`config.mk`:
```
export PLATFORM = sky130hd
export DESIGN_NAME = regfile_wb_queue
export DESIGN_NICKNAME = d
export VERILOG_FILES = /design/src/rtl/regfile_wb_queue.sv
export SDC_FILE = /design/constraint.sdc
export NUM_CORES = 1
export LEC_CHECK = 0
export ABC_AREA = 1
export CAP_MARGIN = 40
export CELL_PAD_IN_SITES_DETAIL_PLACEMENT = 1
export CELL_PAD_IN_SITES_GLOBAL_PLACEMENT = 2
export CORE_MARGIN = 8
export CORE_UTILIZATION = 30
export CTS_CLUSTER_SIZE = 28
export DETAILED_ROUTE_END_ITERATION = 8
export GPL_TIMING_DRIVEN = 0
export PLACE_DENSITY_LB_ADDON = 0.1
export SLEW_MARGIN = 10
export SYNTH_ARGS = -nofsm -noshare
export SYNTH_HDL_FRONTEND = slang
export SYNTH_SLANG_ARGS = --single-unit
```
`constraint.sdc`:
```
create_clock -name clk -period 4.25 [get_ports clk]
set_clock_uncertainty 0.05 [all_clocks]
set_input_delay 0.85 -clock clk [delete_from_list [all_inputs] [get_ports clk]]
set_output_delay 0.85 -clock clk [all_outputs]
set_load 0.02 [all_outputs]
```
`src/rtl/regfile_wb_queue.sv`:
```
// Write-back queue for the 16x16 register file: in-order FIFO with youngest-value read bypass.
// Optional macro WBQ_STATS_EN builds the saturating wb stall counter; otherwise stall_cnt is zero.
module regfile_wb_queue #(
    parameter int DEPTH  = 4,
    parameter int DATA_W = 16,
    parameter int REG_W  = 4
) (
    input  logic              clk,
    input  logic              rst,
    input  logic              wb_valid,
    output logic              wb_ready,
    input  logic [REG_W-1:0]  wb_reg,
    input  logic [DATA_W-1:0] wb_data,
    input  logic              mf_valid,
    output logic              mf_ready,
    input  logic [REG_W-1:0]  mf_reg,
    input  logic [DATA_W-1:0] mf_data,
    output logic [REG_W-1:0]  DstReg,
    output logic              WriteReg,
    output logic [DATA_W-1:0] DstData,
    input  logic [REG_W-1:0]  SrcReg1,
    input  logic [REG_W-1:0]  SrcReg2,
    output logic              byp_hit1,
    output logic [DATA_W-1:0] byp_data1,
    output logic              byp_hit2,
    output logic [DATA_W-1:0] byp_data2,
    output logic [15:0]       stall_cnt
);
    localparam int PTR_W = (DEPTH > 1) ? $clog2(DEPTH) : 1;
    localparam int CNT_W = PTR_W + 1;
    localparam logic [CNT_W:0] DEPTH_V = (CNT_W+1)'(DEPTH);

    logic [REG_W-1:0]  r_q_reg  [DEPTH];
    logic [DATA_W-1:0] r_q_data [DEPTH];
    logic [PTR_W-1:0]  r_rd_ptr;
    logic [PTR_W-1:0]  r_wr_ptr;
    logic [CNT_W-1:0]  r_count;

    logic              w_nonempty;
    logic [CNT_W:0]    w_free;
    logic              w_wb_push;
    logic              w_mf_push;
    logic [PTR_W-1:0]  w_mf_slot;

    assign w_nonempty = (r_count != '0);

    // The head always leaves this cycle, so its slot counts as free for incoming requests.
    assign w_free   = DEPTH_V - {1'b0, r_count} + {{CNT_W{1'b0}}, w_nonempty};
    assign wb_ready = (w_free >= (CNT_W+1)'(1));
    assign mf_ready = (w_free >= ((CNT_W+1)'(1) + {{CNT_W{1'b0}}, wb_valid}));

    assign w_wb_push = wb_valid & wb_ready & (wb_reg != '0);
    assign w_mf_push = mf_valid & mf_ready & (mf_reg != '0);
    assign w_mf_slot = r_wr_ptr + PTR_W'(w_wb_push);

    always_ff @(posedge clk) begin
        if (!rst) begin
            r_rd_ptr <= '0;
            r_wr_ptr <= '0;
            r_count  <= '0;
        end else begin
            r_rd_ptr <= r_rd_ptr + PTR_W'(w_nonempty);
            r_wr_ptr <= r_wr_ptr + PTR_W'(w_wb_push) + PTR_W'(w_mf_push);
            r_count  <= r_count + CNT_W'(w_wb_push) + CNT_W'(w_mf_push) - CNT_W'(w_nonempty);
        end
    end

    // Storage needs no reset: entries are only observed while covered by r_count.
    always_ff @(posedge clk) begin
        if (w_wb_push) begin
            r_q_reg[r_wr_ptr]  <= wb_reg;
            r_q_data[r_wr_ptr] <= wb_data;
        end
        if (w_mf_push) begin
            r_q_reg[w_mf_slot]  <= mf_reg;
            r_q_data[w_mf_slot] <= mf_data;
        end
    end

    assign WriteReg = w_nonempty;
    assign DstReg   = w_nonempty ? r_q_reg[r_rd_ptr]  : '0;
    assign DstData  = w_nonempty ? r_q_data[r_rd_ptr] : '0;

    // Scan oldest to youngest so the last match leaves the youngest data.
    always_comb begin
        byp_hit1  = 1'b0;
        byp_data1 = '0;
        byp_hit2  = 1'b0;
        byp_data2 = '0;
        for (int i = 0; i < DEPTH; i++) begin
            if (CNT_W'(i) < r_count) begin
                if ((SrcReg1 != '0) && (r_q_reg[PTR_W'(r_rd_ptr + PTR_W'(i))] == SrcReg1)) begin
                    byp_hit1  = 1'b1;
                    byp_data1 = r_q_data[PTR_W'(r_rd_ptr + PTR_W'(i))];
                end
                if ((SrcReg2 != '0) && (r_q_reg[PTR_W'(r_rd_ptr + PTR_W'(i))] == SrcReg2)) begin
                    byp_hit2  = 1'b1;
                    byp_data2 = r_q_data[PTR_W'(r_rd_ptr + PTR_W'(i))];
                end
            end
        end
    end

`ifdef WBQ_STATS_EN
    logic [15:0] r_stall_cnt;

    always_ff @(posedge clk) begin
        if (!rst) begin
            r_stall_cnt <= '0;
        end else if (wb_valid && !wb_ready && (r_stall_cnt != 16'hFFFF)) begin
            r_stall_cnt <= r_stall_cnt + 16'd1;
        end
    end

    assign stall_cnt = r_stall_cnt;
`else
    assign stall_cnt = 16'h0000;
`endif

endmodule

```
# == After elaboration in Yosys (flattened, before gate mapping) ==
# Memories as Yosys holds them, arrays and structs flattened. A register that Yosys moved wholly into a read port is not among the register bits.
# Cells that the tools add are included.
# totals
n_memories,2
elab_cells,88
output_inout_bits,73
register_bits,7
ram_bits,80
in_bits,52
# mem_list
name,depth,width,rd,rd_ports_with_merged_regs,wr,line_no,text
r_q_data,4,16,4,1,2,34,logic [DATA_W-1:0] r_q_data [DEPTH];
r_q_reg,4,4,4,1,2,33,logic [REG_W-1:0] r_q_reg [DEPTH];
# classes
n_mux,40
n_lt_le_gt_ge,6
add_sub_neg,12
n_eq_ne,8
reduce_logical,13
bitwise_logic,4
# ops
operator,count
$mux 16,17
$eq 4x4->1,8
$mux 1,20
$reduce_bool 4->1,4
$logic_and 1x1->1,8
$add 2x1->2,3
$add 3x1->3,2
$lt 1x3->1 const A,2
$lt 2x3->1 const A,2
$add 2x2->2 const B,2
$add 4x1->4,1
$and 1x1->1,4
$ge 4x1->1 const B,1
$ge 4x2->1,1
$mux 2,2
$mux 4,1
$sub 3x3->4 const A,1
$reduce_bool 3->1,1
$sub 3x1->3,1
$add 1x1->2 const A,1
$add 2x1->2 const B,1

# == Longest topological paths before layout ==
# depth
word_depth,10
ltp_mapped,17
depth_no_buf,15

# == Worst setup path before layout ==
# Ideal clock, no wire load.
# synth_path
kind,register to register
startpoint,reg r_count[2]
endpoint,"mem r_q_data[1][0], enable pin"
arrival_ps,3585
t_required_ps,3775
period_less_slack_ps,4059
slack_ps,191
n_path_buf,2
stages_incl_launch_ff,14
path_cell_list,dfxtp_1 -> nor3_1 -> clkbuf_1 -> ha_1 -> inv_1 -> ha_1 -> nand3b_1 -> nand3_1 -> inv_1 -> ha_1 -> xnor2_1 -> nand3_1 -> clkbuf_1 -> o21ai_0
# synth_lines
item,line_no,text
"start, declared",37,logic [CNT_W-1:0] r_count;
"start signal, assigned",64,r_count <= r_count + CNT_W'(w_wb_push) + CNT_W'(w_mf_push) - CNT_W'(w_nonempty);
"end, declared",34,

# == Worst setup path after layout ==
# layout_path
startpoint,in SrcReg1[1]
endpoint,out byp_hit1
# layout_between
elab_chain_len,10
elab_cells_between_ends,17
cone_classes,eq/ne (4); mux (8); reduce/logical (5)
# layout_lines
item,line_no,text
"start, declared",21,"input logic [REG_W-1:0] SrcReg1,"
$eq 4x4->1 / $reduce_bool 4->1 (equally long branches),92,if ((SrcReg1 != '0) && (r_q_reg[PTR_W'(r_rd_ptr + PTR_W'(i))] == SrcReg1)) begin
$logic_and 1x1->1,92,
$mux 1,92,
$mux 1,91,if (CNT_W'(i) < r_count) begin
$mux 1,92,
$mux 1,91,
$mux 1,92,
$mux 1,91,
$mux 1,92,
$mux 1 *,91,
"end, declared",23,"output logic byp_hit1,"
# Every way passes the cells marked *; elsewhere a longest branch is shown, timed or not.

==> impl_metrics.ini <==
[global_routing]
grt_pass1_vias = 8853
grt_max_degree = 15
grtUsageTotal_pct = 20.2
gr-total-overflow = 0
antenna_found_initial = 0
grt_pass1_wl_mm = 52.4

[synth]
syn_inst = 1285
synthXorXnorAreaFrac_pct = 1.97
ys_seq_area_share_pct = 31.2
synth.distinct_cells = 35
synthSimpleGateAreaFrac_pct = 37.0
synth_mux_area_share_pct = 0
synth_top_family_by_area = simple AND/OR/NAND/NOR gates
yosys.area.top_type = edfxtp_1
synth_compound_area_share_pct = 14.3
synth_area_um2 = 8140
synth_fa_ha_area_share_pct = 2.18
synth_top_area_share_pct = 29.5
ys.warnings.count = 0
syn_area_per_cell_um2 = 6.33
ys_top_cells_by_area = edfxtp_1, nand2_1, o21ai_0
yosys_register_bits = 87

[clock_tree]
cts_sinks = 87
htree_levels = 3
clock_latency_ps = 330
cts_buffers = 9
root_buffer = clkbuf_16
clkTransAtPathRegs_ps = 60
cts.path.max_buffers = 2
cts_tree = built

[routing]
drtAntennaViolNets = 0
dr.pass1.iters = 5
drt_iter0_drc = 557
wl_per_cell_um = 18.9
drt_wl_total_mm = 33.4
via_count = 8666
via_per_inst = 4.89
drc = 0

[hold_path]
hold_path_depth = 3
worstHoldEndpoint = r_rd_ptr[0]$_SDFF_PN0_
hold_class = reg2reg
min_from = r_rd_ptr[0]$_SDFF_PN0_

[worst_setup_path]
worstPathRequired_ps = 3350
crit_start = SrcReg1[1]
reg2reg_depth = 16
worst_setup_path_start_kind = primary input
reg2reg_from = r_count[2]$_SDFF_PN0_
cp_max_fo = 10
crit_type = in2out
worstPathArrival_ps = 3110
r2r_slack_ps = 340
rr_endpoint = r_q_data[3][7]$_DFFE_PP_
crit_path_end_kind = primary output

[final_layout]
largest_register_ffs = 64
register_area_um2 = 2540
antennaDiodeCount = 0
nets = 1491
drive_above_1_share_pct = 8.25
area_growth_pct = 26.3
multiInputGateArea_um2 = 4650
n_fill_cell = 3461

[sta]
final-hold-violation-count = 0
setup_ws_ps = 236
worstMarginPinSlew_ps = 754
fmax_mhz = 249
rsz0062_at_grt = no
timing.final.crit_share_pct = 94.4
report.final.slew_viol_count = 0
post-route-min-period_ps = 4010
setup_viol = 0
maxSlewHeadroom_pct = 49.7

[power_and_ir_drop]
p_total_mw = 8.54
vdd_drop_max_mv = 0.237
p_leak_nw = 5.27
powerDensity_nw_per_um2 = 831

[floorplan]
initial_core_util_pct = 30.4
fp.dieW_um = 181
num_io_pins = 125
die_h_um = 181
dieArea_um2 = 32600
rows = 60
fp.coreArea_um2 = 26800

[placement]
place_ws_ps = -847
hpwl_mm = 28.0
gp_congestion = 0.852
portBuffers = 108

[flow_run]
maxCapViolations = 0

[outcome]
outcome = finished clean
==> where the power goes <==
part,internal (mW),leakage (nW),switching (mW),total (mW)
clock network,0.484,0.156,0.316,0.800
logic,1.91,4.31,4.25,6.16
registers,1.39,0.804,0.198,1.58
==> metal layers <==
metal | global-route usage, % | vias to the layer above | part of all wire, %
li1 | - | 4413 | -
met1 | 30.1 | 4047 | 53
met2 | 30.6 | 177 | 42
met3 | 1.77 | 29 | 2.8
met4 | 5.06 | 0 | 1.7
met5 | 0 | - | 0
==> cells in the mapped netlist <==
cell,count
nand2_1,429
o21ai_0,200
inv_1,144
nand3_1,109
nor2_1,106
edfxtp_1,80
clkbuf_1,37
nand4_1,33
buf_4,24
buf_2,20
o21ai_1,20
ha_1,11
xor2_1,10
buf_6,9
dfxtp_1,7
nand2_2,7
nor2_4,6
nand3b_1,4
a21oi_1,3
buf_1,2
fa_1,2
inv_2,2
nand2_4,2
nand3_4,2
nor2_8,2
o211ai_1,2
o31ai_1,2
xnor2_1,2
xor2_4,2
a31oi_1,1
conb_1,1
inv_4,1
nor3_1,1
nor4_1,1
o21a_1,1
==> worst max-delay path, stage by stage <==
cell	delay [ps]
clkdlybuf4s50_1	540
inv_4	90
nand2_1	110
nor2_2	60
nor2_1	110
nand2_1	140
nor2_8	180
nand3_4	150
buf_6	190
nand3_1	80
clkdlybuf4s50_1	610
==> cell families after synthesis <==
kind of cell | count (synthesis)
flip-flops | 87
other | 1
XOR/XNOR | 14
buffers and inverters | 239
AO/OA/AOI/OAI | 229
AND/OR/NAND/NOR | 702
adder cells (fa/ha/maj) | 13
==> through the flow <==
stage,instance area (µm²),hold WS (ps),setup TNS [ps],instances,utilization (%)
2_1_floorplan,8190,487,0,1300,-
3_3_place_gp,9700,511,-126150,1749,36.2
3_5_place_dp,9790,522,-75870,1753,36.5
4_1_cts,10200,539,-0.149,1771,37.9
5_1_grt,10300,590,0,1772,38.3
6_report,10300,532,0,1772,38.3
==> cell type report <==
cell class                      instances  share of cell area, %
Multi-Input combinational cell        974                   45.3
Timing Repair Buffer                  115                   11.9
Buffer                                 92                   5.43
Clock inverter                          3                  0.195
Sequential cell                        87                   24.8
Inverter                              147                   5.42
Clock buffer                           13                   2.85
Tap cell                              341                   4.15
==> how the worst max path moves through the flow <==
| stage | cells past startpoint | end | slack, ps |
|---|---|---|---|
| 2_1_floorplan | 13 | r_q_data[1][0]$_DFFE_PP_ | 190 |
| 5_1_grt | 11 | byp_hit2 | 20 |
| 3_3_place_gp | 12 | r_q_data[1][8]$_DFFE_PP_ | -1530 |
| 3_5_place_dp | 16 | r_q_data[2][9]$_DFFE_PP_ | -850 |
| 6_report | 11 | byp_hit1 | 240 |
| 4_1_cts | 13 | byp_data2[13] | -0.1 |
==> layout by cell type (no fill, tap or decap), drive strengths merged <==
master,n
conb,16
nor3,1
nand3b,4
a21oi,3
xnor2,2
dlygate4sd2,6
nand4,33
nand2,438
nand3,111
o21ai,220
xor2,12
nor2,114
dfxtp,7
clkdlybuf4s50,73
o211ai,2
edfxtp,80
fa,2
nor4,1
clkinv,2
ha,11
clkbuf,52
buf,60
inv,148
o21a,1
a31oi,1
dlymetal6s2s,29
o31ai,2
==> repair_timing <==
action,CTS,global route
hold buffers,0,0
endpoints found under the setup margin,189,161
setup buffers,2,1
resized for setup,23,41
pin swaps,2,1
No activity file was read; power rests on OpenSTA's default activity.
